$ cat config.mk
export PLATFORM = sky130hd
export DESIGN_NAME = mfp_reset_sequencer
export DESIGN_NICKNAME = d
export VERILOG_FILES = /design/src/rtl/mfp_reset_sequencer.sv
export SDC_FILE = /design/constraint.sdc
export NUM_CORES = 1
export LEC_CHECK = 0
export BUFFER_PORTS_ARGS = -buffer_cell sky130_fd_sc_hd__buf_2
export CORE_MARGIN = 8
export CORE_UTILIZATION = 40
export CTS_BUF_LIST = sky130_fd_sc_hd__clkbuf_8
export CTS_CLUSTER_DIAMETER = 100
export CTS_CLUSTER_SIZE = 12
export DETAILED_ROUTE_END_ITERATION = 10
export PLACE_DENSITY = 0.55
export SLEW_MARGIN = 0
export SYNTH_ARGS = -nofsm -noshare
export SYNTH_HDL_FRONTEND = slang
export SYNTH_SLANG_ARGS = --single-unit
$ cat constraint.sdc
create_clock -name clk -period 3.1 [get_ports clk]
set_input_delay 0.155 -clock clk [delete_from_list [all_inputs] [get_ports clk]]
set_output_delay 0.155 -clock clk [all_outputs]
set_load 0.005 [all_outputs]
$ cat src/rtl/mfp_reset_sequencer.sv
// mfp_reset_sequencer
// Board-level reset and clock bring-up controller for the MIPSfpga DE1-SoC top.
// It pulses the PLL reset and waits for a stable lock. It then releases
// SI_ColdReset and SI_Reset of mfp_system in order. Debounced KEY presses
// request warm or cold resets while the system runs. The block runs on the
// free-running board clock and never on the PLL output.
module mfp_reset_sequencer #(
    parameter int PLL_RST_CYCLES     = 16,
    parameter int LOCK_STABLE_CYCLES = 256,
    parameter int LOCK_TIMEOUT       = 65535,
    parameter int COLD_CYCLES        = 64,
    parameter int WARM_CYCLES        = 32,
    parameter int DEBOUNCE_CYCLES    = 500000
) (
    input  logic       clk,
    input  logic       reset,
    input  logic       pll_locked,
    input  logic       key_cold_n,
    input  logic       key_warm_n,
    output logic       pll_rst,
    output logic       cold_reset,
    output logic       warm_reset,
    output logic       sys_ready,
    output logic       lock_err,
    output logic [2:0] state
);

    typedef enum logic [2:0] {
        ST_PLL_RST   = 3'd0,
        ST_WAIT_LOCK = 3'd1,
        ST_COLD      = 3'd2,
        ST_WARM      = 3'd3,
        ST_RUN       = 3'd4
    } state_e;

    // A single per-state counter serves PLL_RST, COLD, WARM and the WAIT_LOCK timeout.
    localparam int MAX_PC    = (PLL_RST_CYCLES > COLD_CYCLES) ? PLL_RST_CYCLES : COLD_CYCLES;
    localparam int MAX_WT    = (WARM_CYCLES > LOCK_TIMEOUT) ? WARM_CYCLES : LOCK_TIMEOUT;
    localparam int STATE_MAX = (MAX_PC > MAX_WT) ? MAX_PC : MAX_WT;
    localparam int CNT_W     = $clog2(STATE_MAX + 1);
    localparam int STB_W     = $clog2(LOCK_STABLE_CYCLES + 1);
    localparam int DEB_W     = $clog2(DEBOUNCE_CYCLES + 1);

    // Each "last" value marks the final cycle of its interval, so the exit happens on that edge.
    localparam logic [CNT_W-1:0] PLL_LAST  = CNT_W'(PLL_RST_CYCLES - 1);
    localparam logic [CNT_W-1:0] TO_LAST   = CNT_W'(LOCK_TIMEOUT - 1);
    localparam logic [CNT_W-1:0] COLD_LAST = CNT_W'(COLD_CYCLES - 1);
    localparam logic [CNT_W-1:0] WARM_LAST = CNT_W'(WARM_CYCLES - 1);
    localparam logic [STB_W-1:0] STB_LAST  = STB_W'(LOCK_STABLE_CYCLES - 1);
    localparam logic [DEB_W-1:0] DEB_LAST  = DEB_W'(DEBOUNCE_CYCLES - 1);

    logic [1:0]            lock_sync_q, kc_sync_q, kw_sync_q;
    logic                  lock_s;
    logic [1:0]            key_s;       // bit 0 = cold key, bit 1 = warm key
    logic [1:0]            deb_q, deb_d;
    logic [1:0]            press;
    logic [1:0][DEB_W-1:0] deb_cnt_q, deb_cnt_d;

    state_e                state_q, state_d;
    logic [CNT_W-1:0]      cnt_q, cnt_d;
    logic [STB_W-1:0]      stable_q, stable_d;
    logic                  timeout;

    logic                  pll_rst_q, cold_q, warm_q, ready_q, lock_err_q;

    // Two-flop synchronisers. Keys reset to the released level and lock resets to unlocked.
    always_ff @(posedge clk) begin
        // NOTE: sequential state uses non-blocking assignments so every flop samples pre-edge values.
        if (reset) begin
            lock_sync_q <= 2'b00;
            kc_sync_q   <= 2'b11;
            kw_sync_q   <= 2'b11;
        end else begin
            lock_sync_q <= {lock_sync_q[0], pll_locked};
            kc_sync_q   <= {kc_sync_q[0], key_cold_n};
            kw_sync_q   <= {kw_sync_q[0], key_warm_n};
        end
    end

    assign lock_s = lock_sync_q[1];
    assign key_s  = {kw_sync_q[1], kc_sync_q[1]};

    // Debounce: accept a new key level after DEBOUNCE_CYCLES consecutive disagreeing cycles.
    always_comb begin
        // NOTE: every signal gets a default first so no path leaves it unassigned (no latch).
        deb_d     = deb_q;
        deb_cnt_d = '0;
        press     = 2'b00;
        for (int k = 0; k < 2; k++) begin
            if (key_s[k] != deb_q[k]) begin
                if (deb_cnt_q[k] == DEB_LAST) begin
                    deb_d[k] = key_s[k];
                    press[k] = ~key_s[k];
                end else begin
                    deb_cnt_d[k] = deb_cnt_q[k] + DEB_W'(1);
                end
            end
        end
    end

    // Next-state logic. Lock loss beats key presses, and a cold press beats a warm press.
    always_comb begin
        state_d = state_q;
        timeout = 1'b0;
        case (state_q)
            ST_PLL_RST: begin
                if (cnt_q == PLL_LAST) state_d = ST_WAIT_LOCK;
            end
            ST_WAIT_LOCK: begin
                if (lock_s && (stable_q == STB_LAST)) begin
                    state_d = ST_COLD;
                end else if (cnt_q == TO_LAST) begin
                    state_d = ST_PLL_RST;
                    timeout = 1'b1;
                end
            end
            ST_COLD: begin
                if (!lock_s)                 state_d = ST_PLL_RST;
                else if (cnt_q == COLD_LAST) state_d = ST_WARM;
            end
            ST_WARM: begin
                if (!lock_s)                 state_d = ST_PLL_RST;
                else if (cnt_q == WARM_LAST) state_d = ST_RUN;
            end
            ST_RUN: begin
                if (!lock_s)       state_d = ST_PLL_RST;
                else if (press[0]) state_d = ST_COLD;
                else if (press[1]) state_d = ST_WARM;
            end
            default: state_d = ST_PLL_RST;
        endcase
    end

    // Counter updates. Any state change clears both counters, and both saturate.
    always_comb begin
        cnt_d    = '0;
        stable_d = '0;
        if (state_d == state_q) begin
            cnt_d = (&cnt_q) ? cnt_q : cnt_q + CNT_W'(1);
            if ((state_q == ST_WAIT_LOCK) && lock_s) begin
                stable_d = (&stable_q) ? stable_q : stable_q + STB_W'(1);
            end
        end
    end

    // State, counter and debounce registers.
    always_ff @(posedge clk) begin
        if (reset) begin
            state_q   <= ST_PLL_RST;
            cnt_q     <= '0;
            stable_q  <= '0;
            deb_q     <= 2'b11;
            deb_cnt_q <= '0;
        end else begin
            state_q   <= state_d;
            cnt_q     <= cnt_d;
            stable_q  <= stable_d;
            deb_q     <= deb_d;
            deb_cnt_q <= deb_cnt_d;
        end
    end

    // Outputs are registered from the next state, so they always agree with state_q.
    always_ff @(posedge clk) begin
        if (reset) begin
            pll_rst_q  <= 1'b1;
            cold_q     <= 1'b1;
            warm_q     <= 1'b1;
            ready_q    <= 1'b0;
            lock_err_q <= 1'b0;
        end else begin
            pll_rst_q  <= (state_d == ST_PLL_RST);
            cold_q     <= (state_d == ST_PLL_RST) || (state_d == ST_WAIT_LOCK) ||
                          (state_d == ST_COLD);
            warm_q     <= (state_d != ST_RUN);
            ready_q    <= (state_d == ST_RUN);
            lock_err_q <= lock_err_q | timeout;
        end
    end

    assign pll_rst    = pll_rst_q;
    assign cold_reset = cold_q;
    assign warm_reset = warm_q;
    assign sys_ready  = ready_q;
    assign lock_err   = lock_err_q;
    assign state      = state_q;

endmodule

; ---- Word-level counts from Yosys, hierarchy flattened
; Cells that the tools add are included.
[totals]
ff_bits = 79
input_bits = 5
output_inout_bits = 8
[op_classes]
n_addsub = 4
eq_ne = 18
mux = 18
bitwise_logic = 7
reduce_logical = 14
[ops]
columns = operator, n
row1 = adder 19 x 1 -> 19 bit (second input constant), 2
row2 = equality test 19 bit (second input constant), 2
row3 = two-way mux 3 bit, 10
row4 = adder 16 x 1 -> 16 bit (second input constant), 1
row5 = equality test 16 bit (second input constant), 1
row6 = equality test 16 x 4 -> 1 bit (second input constant), 1
row7 = equality test 16 x 5 -> 1 bit (second input constant), 1
row8 = equality test 16 x 6 -> 1 bit (second input constant), 1
row9 = AND reduction 16 bit, 1
row10 = case mux 3 bit (5 select lines), 1
row11 = adder 9 x 1 -> 9 bit (second input constant), 1
row12 = equality test 3 x 2 -> 1 bit (second input constant), 3
row13 = equality test 9 x 8 -> 1 bit (second input constant), 1
row14 = AND reduction 9 bit, 1
row15 = OR reduction 3 bit, 3
row16 = two-way mux 1 bit, 7
row17 = equality test 3 x 1 -> 1 bit (second input constant), 2
row18 = equality test 3 bit (second input constant), 2
row19 = zero test 3 bit, 2
row20 = inverter 1 bit, 6
row21 = AND reduction 2 bit, 2
row22 = equality test 3 bit, 1
row23 = != test 3 bit (second input constant), 1
row24 = logical AND 1 bit, 2
row25 = 4 further kinds, 6

; ---- Longest topological paths before layout
; Gate-level depths: netlist (run 1).
[logic_depth]
word_depth = 10
depth_mapped = 11
mapped_depth_nobuf = 10

; ---- Worst setup path after synthesis (run 1)
; Ideal clock, no wire load.
[synth_path]
path_kind = reg2reg
start = reg stable_q[0]
end = reg cnt_q[10]
setup_time_ps = 63
t_arrival_ps = 2126
path_slack_ps = 911
path_stages_with_launch = 11
path_buffers = 1
period_less_slack_ps = 2189
cell_sequence = dfxtp_1 > ha_1 > nand3_1 > nor2_1 > ha_1 > a211oi_1 > o21ai_0 > a311oi_1 > nand4_4 > buf_12 > nor2_2
[synth_via]
elab_chain_len = 7
[synth_lines]
columns = element, line
row1 = "start, declared", 61  ; logic [STB_W-1:0] stable_q, stable_d;
row2 = "start signal, assigned", 157  ; stable_q <= stable_d;
row3 = equality test 9 x 8 -> 1 bit, 110  ; if (lock_s && (stable_q == STB_LAST)) begin
row4 = logical AND 1 bit, 110
row5 = two-way mux 3 bit, 110
row6 = case mux 3 bit (5 select lines), 105  ; case (state_q)
row7 = equality test 3 bit, 138  ; if (state_d == state_q) begin
row8 = inverter 1 bit (no source line), --
row9 = OR reduction 2 bit (no source line), --
row10 = "end signal, assigned", 156  ; cnt_q <= cnt_d;
row11 = "end, declared", 60  ; logic [CNT_W-1:0] cnt_q, cnt_d;
; No other way between the ends.
; A chain may end at the register's enable or synchronous reset.

; ---- Worst setup path after layout (run 1)
[layout_path]
start = reg stable_q[0]
end = reg cnt_q[3]
; Same word-level chain as after synthesis.

==> flow_metrics.py, run 1 <==
metrics = {
    "run_status": {
        "status": "complete, no violations",
    },
    "synthesis": {
        "avgSynthCellArea_um2": 8.54,
        "syn_inst": 441,
        "yosys_warnings": 0,
        "synthFlopType": "dfxtp_1",
        "syn_nets": 453,
        "synth_area_leaders": "dfxtp_1 42%, nor2_1 7.7%, xor2_1 6.0%",
        "netlist.top_cell.by_area": "dfxtp_1",
        "synth_most_common_cell": "dfxtp_1",
        "synth_edf_count": 0,
        "synthArstFlopShare_pct": 0,
        "ys_seq_area_share_pct": 42.0,
        "synth_common_cells": "79 x dfxtp_1, 77 x nor2_1, 27 x nand2_1",
        "synthDistinctLibCells": 51,
        "netlist_area_um2": 3760,
        "ys_seq_elements": 79,
        "yosysTopAreaCellShare_pct": 42.0,
    },
    "worst_setup_path": {
        "worstSetupPathType": "reg -> reg",
        "r2r-end": "cnt_q[3]",
        "startpoint_type": "flip-flop",
        "cp.required_ns": 3.39,
        "worstPathCellList": "ha_1 > nand3_1 > nor2_1 > ha_1 > a211oi_1 > o21ai_0 > a311oi_1 > nand4_4 > nor3_1",
        "critical_path.max_stage_delay_ns": 0.47,
        "cp_data_arrival_time_ns": 2.89,
        "crit_family": "compound AO/OA/AOI/OAI gates",
        "worst-r2r-setup-slack_ns": 0.49,
        "crit_start": "stable_q[0]",
        "crit_cells": 9,
        "cp_max_fo": 16,
        "crit_slowest_cell": "a311oi_1",
        "crit_end": "cnt_q[3]",
        "r2r-start": "stable_q[0]",
        "endpoint_kind": "flip-flop",
        "ff2ff_path_depth": 9,
        "path_buf_inv": 0,
        "crit_top_cell": "ha_1",
    },
    "clock_tree": {
        "clk_latency_ns": 0.36,
        "clk_pin_slew_worst_paths_ns": 0.08,
        "cts_setup_buffers": 0,
        "cts_buffers": 9,
        "cts_tree": "yes",
        "htree_num_levels": 3,
        "clk_path_buf_depth": 2,
        "cts_sinks": 79,
        "clk_root_buffer_cell": "clkbuf_8",
        "postCtsHoldBufs": 3,
        "post_cts_resized": 0,
    },
    "floorplanning": {
        "floorplan.rows": 35,
        "die-area_um2": 12800,
        "die_h_um": 113,
        "core-area_um2": 9200,
        "ios": 13,
        "initial_core_util_pct": 40.9,
        "die_w_um": 113,
    },
    "detailed_routing": {
        "ant_nets": 0,
        "avgRoutedWirePerCell_um": 12.9,
        "wl_um": 7280,
        "first_pass_iters": 4,
        "drtIter0Drc": 175,
        "via_per_inst": 5.17,
        "via_count": 2924,
        "remaining_drc_errors": 0,
    },
    "timing": {
        "final_max_slew_viol_count": 0,
        "max_freq_mhz": 384,
        "final-setup-viol-count": 0,
        "grt_setup_unrepaired": "false",
        "hold_slack_ns": 0.156,
        "period_share_pct": 84.1,
        "slew_headroom_pct": 55.6,
        "final.setup.tns_ns": 0,
        "worst_slew_pin_slew_ns": 0.666,
        "hold_viol": 0,
        "layout_min_cycle_time_ns": 2.61,
        "clock-skew-final_ns": 0.0107,
    },
    "global_routing": {
        "grt_pass1_vias": 2810,
        "grt_max_degree": 20,
        "grt_first_pass_wirelength_um": 12800,
        "overflow": 0,
        "grt_usage_pct": 12.2,
        "antenna_found_initial": 0,
    },
    "pwr": {
        "p_leak_nw": 1.31,
        "power_density_nw_per_um2": 435,
        "ir_worst_vdd_uv": 231,
    },
    "layout": {
        "finalCoreUtilization_pct": 44.2,
        "nets": 462,
        "fillCellCount": 907,
        "stdcell_area_um2": 4070,
        "antenna-diode-count": 0,
        "area_delta_synth_final_pct": 8.04,
        "drive_gt1_share_pct": 11.9,
    },
    "place": {
        "hpwl_um": 5140,
        "post_dp_cell_area_um2": 3860,
        "routabilityCongestion": 0.798,
        "io_buffers": 12,
    },
    "job": {
        "maxCapViolCount": 0,
    },
    "min_path": {
        "min_path_type": "in -> reg",
    },
}
==> power breakdown <==
part	total, mW	internal (mW)	switching (mW)
clock network	0.701	0.297	0.405
logic	0.0371	0.0160	0.0211
registers	1.03	1.02	0.00790
total	1.77	1.33	0.434
==> routing by layer <==
layer  GRT usage [%]  up-vias  routed length (um)
li1                -     1537                   -
met1            14.5     1341                3560
met2            19.8       39                3340
met3            4.37        7                 282
met4            4.80        0                  96
met5               0        -                   0
==> final cells by class <==
class                   instances  area [um^2]  share of cell area (%)
clock inverters                 7         57.6                    1.41
clock buffers                   9          124                    3.05
inverters                      10         37.5                   0.923
repair buffers                 15         90.1                    2.21
well taps                     111          139                    3.41
flip-flops and latches         79         1580                    38.9
multi-input cells             335         2040                    50.1
==> how the worst min path moves through the flow <==
stage                     from              to  slack, ns  depth (start not counted)
floorplan                reset        state[0]       0.24                          1
finish                   reset        lock_err       0.16                          2
CTS                      reset        lock_err       0.14                          2
global route             reset  lock_sync_q[0]       0.15                          2
global placement    key_cold_n    kc_sync_q[0]       0.34                          2
detailed placement  key_cold_n    kc_sync_q[0]       0.34                          2
==> registers in the layout (all words and copies together) (netlist names) <==
| name | flops |
|---|---|
| cnt_q | 16 |
| cold_reset | 1 |
| deb_cnt_q | 38 |
| deb_q | 2 |
| kc_sync_q | 2 |
| kw_sync_q | 2 |
| lock_err | 1 |
| lock_sync_q | 2 |
| pll_rst | 1 |
| stable_q | 9 |
| state | 3 |
| sys_ready | 1 |
| warm_reset | 1 |
==> cells in the final DEF (no fill, tap or decap), types with 11 or more instances in the layout <==
master   netlist  layout
a21oi_1       11      11
buf_2          2      12
dfxtp_1       79      79
nand2_1       27      27
nand3_1       24      24
nand4_1       20      20
nor2_1        77      77
nor3_1        14      14
o21ai_0       11      11
xnor2_1       23      23
xor2_1        26      26
==> metrics by stage <==
step | total power [mW] | instances | worst slack [ns]
finish | 1.77 | 566 | 0.492
global route | 1.85 | 566 | 0.227
CTS | 1.80 | 566 | 0.483
detailed placement | 1.09 | 547 | 0.504
global placement | 1.09 | 547 | 0.643
floorplan | 1.08 | 441 | 0.911
==> kinds of logic after synthesis <==
logic type      Yosys count  synth area share [%]
compound gates           35                  5.85
xor+xnor                 49                  11.4
mux                       3                 0.798
flops                    79                  42.0
simple gates            241                  33.8
fa+ha+maj                 7                  2.33
buf+inv                  27                  3.86
Note: power is estimated with default switching activity, not from simulation.
==> inputs of run 2 (changes only) <==
- ABC_AREA: unset -> 1
- PLACE_DENSITY: 0.55 -> 0.58
- clock period: 3.1 -> 2.3 ns (I/O delays scaled with it)
==> run 2 against run 1 <==
- wire length is 8.7% higher
- via count increased by 9.1%
- cell area rose by 11%
- register-to-register slack worse by 0.41 ns
- critical path depth rose by 6
- synthesized cell count up 16%
- synthesized area grew 2.7%
- critical path type unchanged
- critical endpoint is now stable_q[1]
- largest power group unchanged
==> flow_metrics.py, run 2 <==
metrics = {
    "run_status": {
        "status": "complete, no violations",
    },
    "pwr": {
        "p_leak_nw": 1.72,
        "p_total_mw": 2.63,
        "p_switching_mw": 0.554,
        "combPwrFrac_pct": 2.8,
        "power_frac_seq_pct": 52.6,
        "ir_worst_vdd_uv": 318,
        "power_density_nw_per_um2": 585,
        "sw_frac_of_total_pct": 21.1,
        "clockPowerShare_pct": 44.6,
        "p_int_mw": 2.08,
    },
    "global_routing": {
        "antenna_found_initial": 0,
        "use_met3_pct": 2.64,
        "grt_first_pass_wirelength_um": 13300,
        "use_met1_pct": 15.2,
        "grt_usage_pct": 12.5,
        "grt_max_degree": 26,
        "globalRoute.busiestLayer": "met2",
        "met2_usage_pct": 20.5,
        "overflow": 0,
        "grt_pass1_vias": 2994,
    },
    "clock_tree": {
        "clk_pin_slew_worst_paths_ns": 0.08,
        "clk_latency_ns": 0.35,
        "htree_num_levels": 3,
        "clk_path_buf_depth": 2,
        "cts_buffers": 9,
        "cts_tree": "yes",
        "cts_sinks": 79,
        "clk_root_buffer_cell": "clkbuf_8",
    },
    "timing": {
        "final.setup.tns_ns": 0,
        "final-setup-viol-count": 0,
        "max_freq_mhz": 451,
        "clock-skew-final_ns": 0.0109,
        "slew_headroom_pct": 71.4,
        "grt_setup_unrepaired": "true",
        "worst_slew_pin_slew_ns": 0.428,
        "hold_slack_ns": 0.126,
        "period_share_pct": 96.4,
        "final_max_slew_viol_count": 0,
        "hold_viol": 0,
        "layout_min_cycle_time_ns": 2.22,
    },
    "place": {
        "routabilityCongestion": 0.873,
        "io_buffers": 12,
        "hpwl_um": 5510,
    },
    "detailed_routing": {
        "via_count": 3191,
        "avgRoutedWirePerCell_um": 11.7,
        "remaining_drc_errors": 0,
        "drtIter0Drc": 134,
        "via_per_inst": 4.70,
        "ant_nets": 0,
        "wl_um": 7920,
        "first_pass_iters": 7,
    },
    "floorplanning": {
        "ios": 13,
        "floorplan.rows": 36,
        "initial_core_util_pct": 40.3,
        "core-area_um2": 9590,
        "die-area_um2": 13100,
        "die_h_um": 114,
        "die_w_um": 114,
    },
    "synthesis": {
        "synthDistinctLibCells": 34,
        "yosysTopAreaCellShare_pct": 40.9,
        "synth_common_cells": "79 x dfxtp_1, 76 x nand2_1, 72 x inv_1",
        "ys_seq_elements": 79,
        "netlist_area_um2": 3870,
        "ys_seq_area_share_pct": 40.9,
        "synth_most_common_cell": "dfxtp_1",
        "synthArstFlopShare_pct": 0,
        "syn_nets": 522,
        "syn_inst": 510,
        "netlist.top_cell.by_area": "dfxtp_1",
        "avgSynthCellArea_um2": 7.58,
        "synth_edf_count": 0,
        "yosys_warnings": 0,
        "synthFlopType": "dfxtp_1",
        "synth_area_leaders": "dfxtp_1 41%, nand2_1 7.4%, inv_1 7.0%",
    },
    "worst_setup_path": {
        "cp.required_ns": 2.57,
        "startpoint_type": "flip-flop",
        "endpoint_kind": "flip-flop",
        "cp_data_arrival_time_ns": 2.49,
        "cp_max_fo": 6,
        "worstSetupPathType": "reg -> reg",
    },
    "layout": {
        "nets": 553,
        "largest-register": "deb_cnt_q",
        "area_delta_synth_final_pct": 16.4,
        "final_common_cell": "dfxtp_1",
        "antenna-diode-count": 0,
        "finalCoreUtilization_pct": 46.9,
        "largest_reg_flops": 38,
        "drive_gt1_share_pct": 18.9,
        "reg_top3": "deb_cnt_q: 38 flops, cnt_q: 16 flops, stable_q: 9 flops",
        "final_cell_mix": "77 x dfxtp_1, 75 x nand2_1, 71 x inv_1",
    },
    "job": {
        "maxCapViolCount": 0,
    },
    "min_path": {
        "min_path_type": "in -> reg",
    },
}
==> run 2: kinds of logic after synthesis <==
family,Yosys count,share of synthesized area (%)
XOR/XNOR,30,6.79
AO/OA/AOI/OAI,48,6.57
flip-flops,79,40.9
multiplexers,1,0.259
AND/OR/NAND/NOR,262,34.6
adder cells (fa/ha/maj),7,2.26
buffers and inverters,83,8.67
==> run 2: area by class of cell <==
type | count | area (um^2)
fill | 958 | 5090
timing repair buffer | 26 | 224
clock inverter | 5 | 80.1
inverter | 77 | 289
multi-input combinational | 348 | 2000
sequential | 79 | 1590
tap | 133 | 166
clock buffer | 11 | 151
==> run 2: stage by stage <==
step	area, um^2	setup WS [ns]	std cells
after global placement	4090	0.0963	653
after floorplan	3870	0.304	510
final	4500	0.0829	679
after detailed placement	4090	0.112	653
after CTS	4350	0.0823	672
after global routing	4500	-0.0565	679
==> run 2: power by group through the flow <==
stage / logic (mW) / registers (mW) / clock network [mW]
final: 0.0749 / 1.38 / 1.17
after global routing: 0.0843 / 1.39 / 1.27
after CTS: 0.0621 / 1.39 / 1.21
after detailed placement: 0.0586 / 1.42 / 0
after global placement: 0.0572 / 1.42 / 0
after floorplan: 0.0438 / 1.42 / 0
==> run 2: routing by layer <==
metal	wire length, um	up-vias	part of all wire (%)
met5	0	-	0
met4	157	0	2.0
met3	170	11	2.1
met2	3730	22	47
met1	3860	1453	49
li1	-	1705	-
==> run 2: timing repair <==
action                                  4_1_cts  5_1_grt
resized for setup                             0       17
hold buffers                                  3        0
setup buffers                                 0        4
endpoints found under the setup margin        0       32
endpoints found under the hold margin         3        0
==> run 2: worst max-delay path, cell delays in order, from the launching register on <==
cell and delay (ns):
dfxtp_4 0.37, ha_4 0.14, nand2_2 0.06, inv_2 0.05, nand4_1 0.12, nor2_2 0.18, ha_2 0.21, a211oi_2 0.07
o21ai_1 0.09, nand2_1 0.08, nor2_2 0.15, nand2_1 0.10, nand2_2 0.09, nand3_4 0.13, clkbuf_16 0.20, nor3_2 0.10
==> run 2: worst paths after layout <==
check	cells past startpoint	to	slack (ns)	start
hold reg to reg	2	lock_sync_q[1]	0.41	lock_sync_q[0]
hold / removal	2	lock_err	0.13	reset
setup reg to reg	15	stable_q[1]	0.08	stable_q[1]
setup / recovery	15	stable_q[1]	0.08	stable_q[1]
==> inputs of run 3 (changes only) <==
--- a/config.mk
+++ b/config.mk
@@ -14,4 +14,6 @@
 export CTS_CLUSTER_SIZE = 12
 export DETAILED_ROUTE_END_ITERATION = 10
+export GPL_TIMING_DRIVEN = 0
+export HOLD_SLACK_MARGIN = 0.12
 export PLACE_DENSITY = 0.58
 export SLEW_MARGIN = 0
==> constraint.sdc (replaced) <==
create_clock -name clk -period 2.3 [get_ports clk]
set_input_delay 0.46 -clock clk [delete_from_list [all_inputs] [get_ports clk]]
set_output_delay 0.46 -clock clk [all_outputs]
set_load 0.005 [all_outputs]
==> run 3 against run 2 <==
- cell area increased by 2.0%
- wire length down 0.96%
- via count grew 0.97%
- setup slack got worse by 0.052 ns
- clock-buffer cell count is 2 lower
- flip-flop and latch count unchanged
- die area stayed put
- total power rose by 6.4%
- worst hold slack better by 0.16 ns
- sequential share of layout area shrank 0.68 points
- largest cell class unchanged
- largest power group unchanged
- highest routed layer unchanged
==> flow_metrics.py, run 3 (synthesis results as in run 2) <==
metrics = {
    "clock_tree": {
        "clk_latency_ns": 0.36,
        "postCtsHoldBufs": 0,
        "clk_pin_slew_worst_paths_ns": 0.08,
        "htree_num_levels": 3,
        "clk_path_buf_depth": 2,
        "cts_buffers": 9,
        "cts_tree": "yes",
        "cts_sinks": 79,
        "clk_root_buffer_cell": "clkbuf_8",
    },
    "worst_setup_path": {
        "startpoint_type": "flip-flop",
        "endpoint_kind": "flip-flop",
        "cp_max_fo": 5,
        "worstSetupPathType": "reg -> reg",
        "cp.required_ns": 2.59,
        "cp_data_arrival_time_ns": 2.56,
    },
    "detailed_routing": {
        "avgRoutedWirePerCell_um": 11.5,
        "wl_um": 7840,
        "ant_nets": 0,
        "drtIter0Drc": 112,
        "remaining_drc_errors": 0,
        "via_per_inst": 4.72,
        "via_count": 3222,
        "first_pass_iters": 4,
    },
    "global_routing": {
        "overflow": 0,
        "grt_usage_pct": 12.2,
        "grt_pass1_vias": 3021,
        "antenna_found_initial": 0,
        "grt_max_degree": 14,
        "grt_first_pass_wirelength_um": 13100,
    },
    "pwr": {
        "sw_frac_of_total_pct": 20.2,
        "p_total_mw": 2.80,
        "ir_worst_vdd_uv": 306,
        "p_int_mw": 2.23,
        "p_leak_nw": 1.80,
        "power_frac_seq_pct": 49.4,
        "p_switching_mw": 0.565,
        "combPwrFrac_pct": 2.8,
        "clockPowerShare_pct": 47.8,
        "power_density_nw_per_um2": 610,
    },
    "run_status": {
        "status": "complete, no violations",
    },
    "timing": {
        "final_max_slew_viol_count": 0,
        "grt_setup_unrepaired": "true",
        "fin_ws_ns": 0.0310,
        "period_share_pct": 98.7,
        "layout_min_cycle_time_ns": 2.27,
        "slew_headroom_pct": 69.3,
        "clock-skew-final_ns": 0.00998,
        "hold_viol": 0,
        "max_freq_mhz": 441,
        "worst_slew_pin_slew_ns": 0.457,
        "final-setup-viol-count": 0,
    },
    "layout": {
        "finalCoreUtilization_pct": 47.8,
        "largest_reg_flops": 38,
        "reg_top3": "deb_cnt_q: 38 flops, cnt_q: 16 flops, stable_q: 9 flops",
        "antenna-diode-count": 0,
        "stdcell_area_um2": 4590,
        "final_cell_mix": "77 x dfxtp_1, 74 x nand2_1, 72 x inv_1",
        "largest-register": "deb_cnt_q",
        "final_common_cell": "dfxtp_1",
        "area_delta_synth_final_pct": 18.7,
        "drive_gt1_share_pct": 18.9,
        "nets": 556,
    },
    "floorplanning": {
        "ios": 13,
        "floorplan.rows": 36,
        "core-area_um2": 9590,
        "die-area_um2": 13100,
        "initial_core_util_pct": 40.3,
        "die_w_um": 114,
        "die_h_um": 114,
    },
    "place": {
        "post_dp_cell_area_um2": 4090,
        "io_buffers": 12,
        "place_ws_ns": 0.0143,
        "routabilityCongestion": 0.827,
        "hpwl_um": 5460,
    },
    "min_path": {
        "min_path_type": "in -> reg",
    },
    "job": {
        "maxCapViolCount": 0,
    },
}
## run 3: power groups by stage
stage | logic, mW | registers, mW | clock network [mW]
finish | 0.0777 | 1.38 | 1.34
global route | 0.0867 | 1.39 | 1.43
CTS | 0.0602 | 1.38 | 1.37
detailed placement | 0.0597 | 1.42 | 0
global placement | 0.0587 | 1.42 | 0
floorplan | 0.0438 | 1.42 | 0
## run 3: cell type report
cell class                 instances  area (um^2)
buffer                             6         63.8
clock buffer                       9          124
clock inverter                     7          136
fill                             916         5000
inverter                          77          289
multi-input combinational        349         2050
sequential                        79         1590
tap                              133          166
timing repair buffer              22          170
## run 3: routing by layer
layer | share of wire [%] | global-route usage, %
met5 | 0 | 0
met4 | 1.8 | 5.59
met3 | 3.6 | 3.27
met2 | 46 | 19.9
met1 | 48 | 14.7
## run 3: final timing paths
path	start	depth (start not counted)	slack, ns	to
setup / recovery	stable_q[1]	15	0.03	cnt_q[2]
setup reg to reg	stable_q[1]	15	0.03	cnt_q[2]
hold / removal	key_cold_n	2	0.29	kc_sync_q[0]
hold reg to reg	lock_sync_q[0]	2	0.40	lock_sync_q[1]
## run 3: per-stage QoR
step,setup TNS [ns],hold WS [ns],cells
floorplan,0,0.388,510
global placement,0,0.394,655
detailed placement,0,0.396,655
CTS,0,0.276,671
global route,-2.31,0.281,682
finish,0,0.288,682
## run 3: timing repair
| item | 4_1_cts | 5_1_grt |
|---|---|---|
| buffers inserted | 0 | 8 |
| endpoints found under the setup margin | 0 | 29 |
| gates resized for setup | 0 | 27 |
## run 3: worst max-delay path, cell delays in order, from the launching register on
cell and delay (ns):
dfxtp_2 0.37, ha_4 0.16, nand2_4 0.05, inv_2 0.05, nand4_1 0.10, nor2_2 0.16, ha_2 0.21, a211oi_2 0.08
o21ai_1 0.09, nand2_1 0.11, nor2_4 0.16, nand2_2 0.07, nand2_2 0.10, nand3_4 0.17, clkbuf_16 0.22, nor3_2 0.09
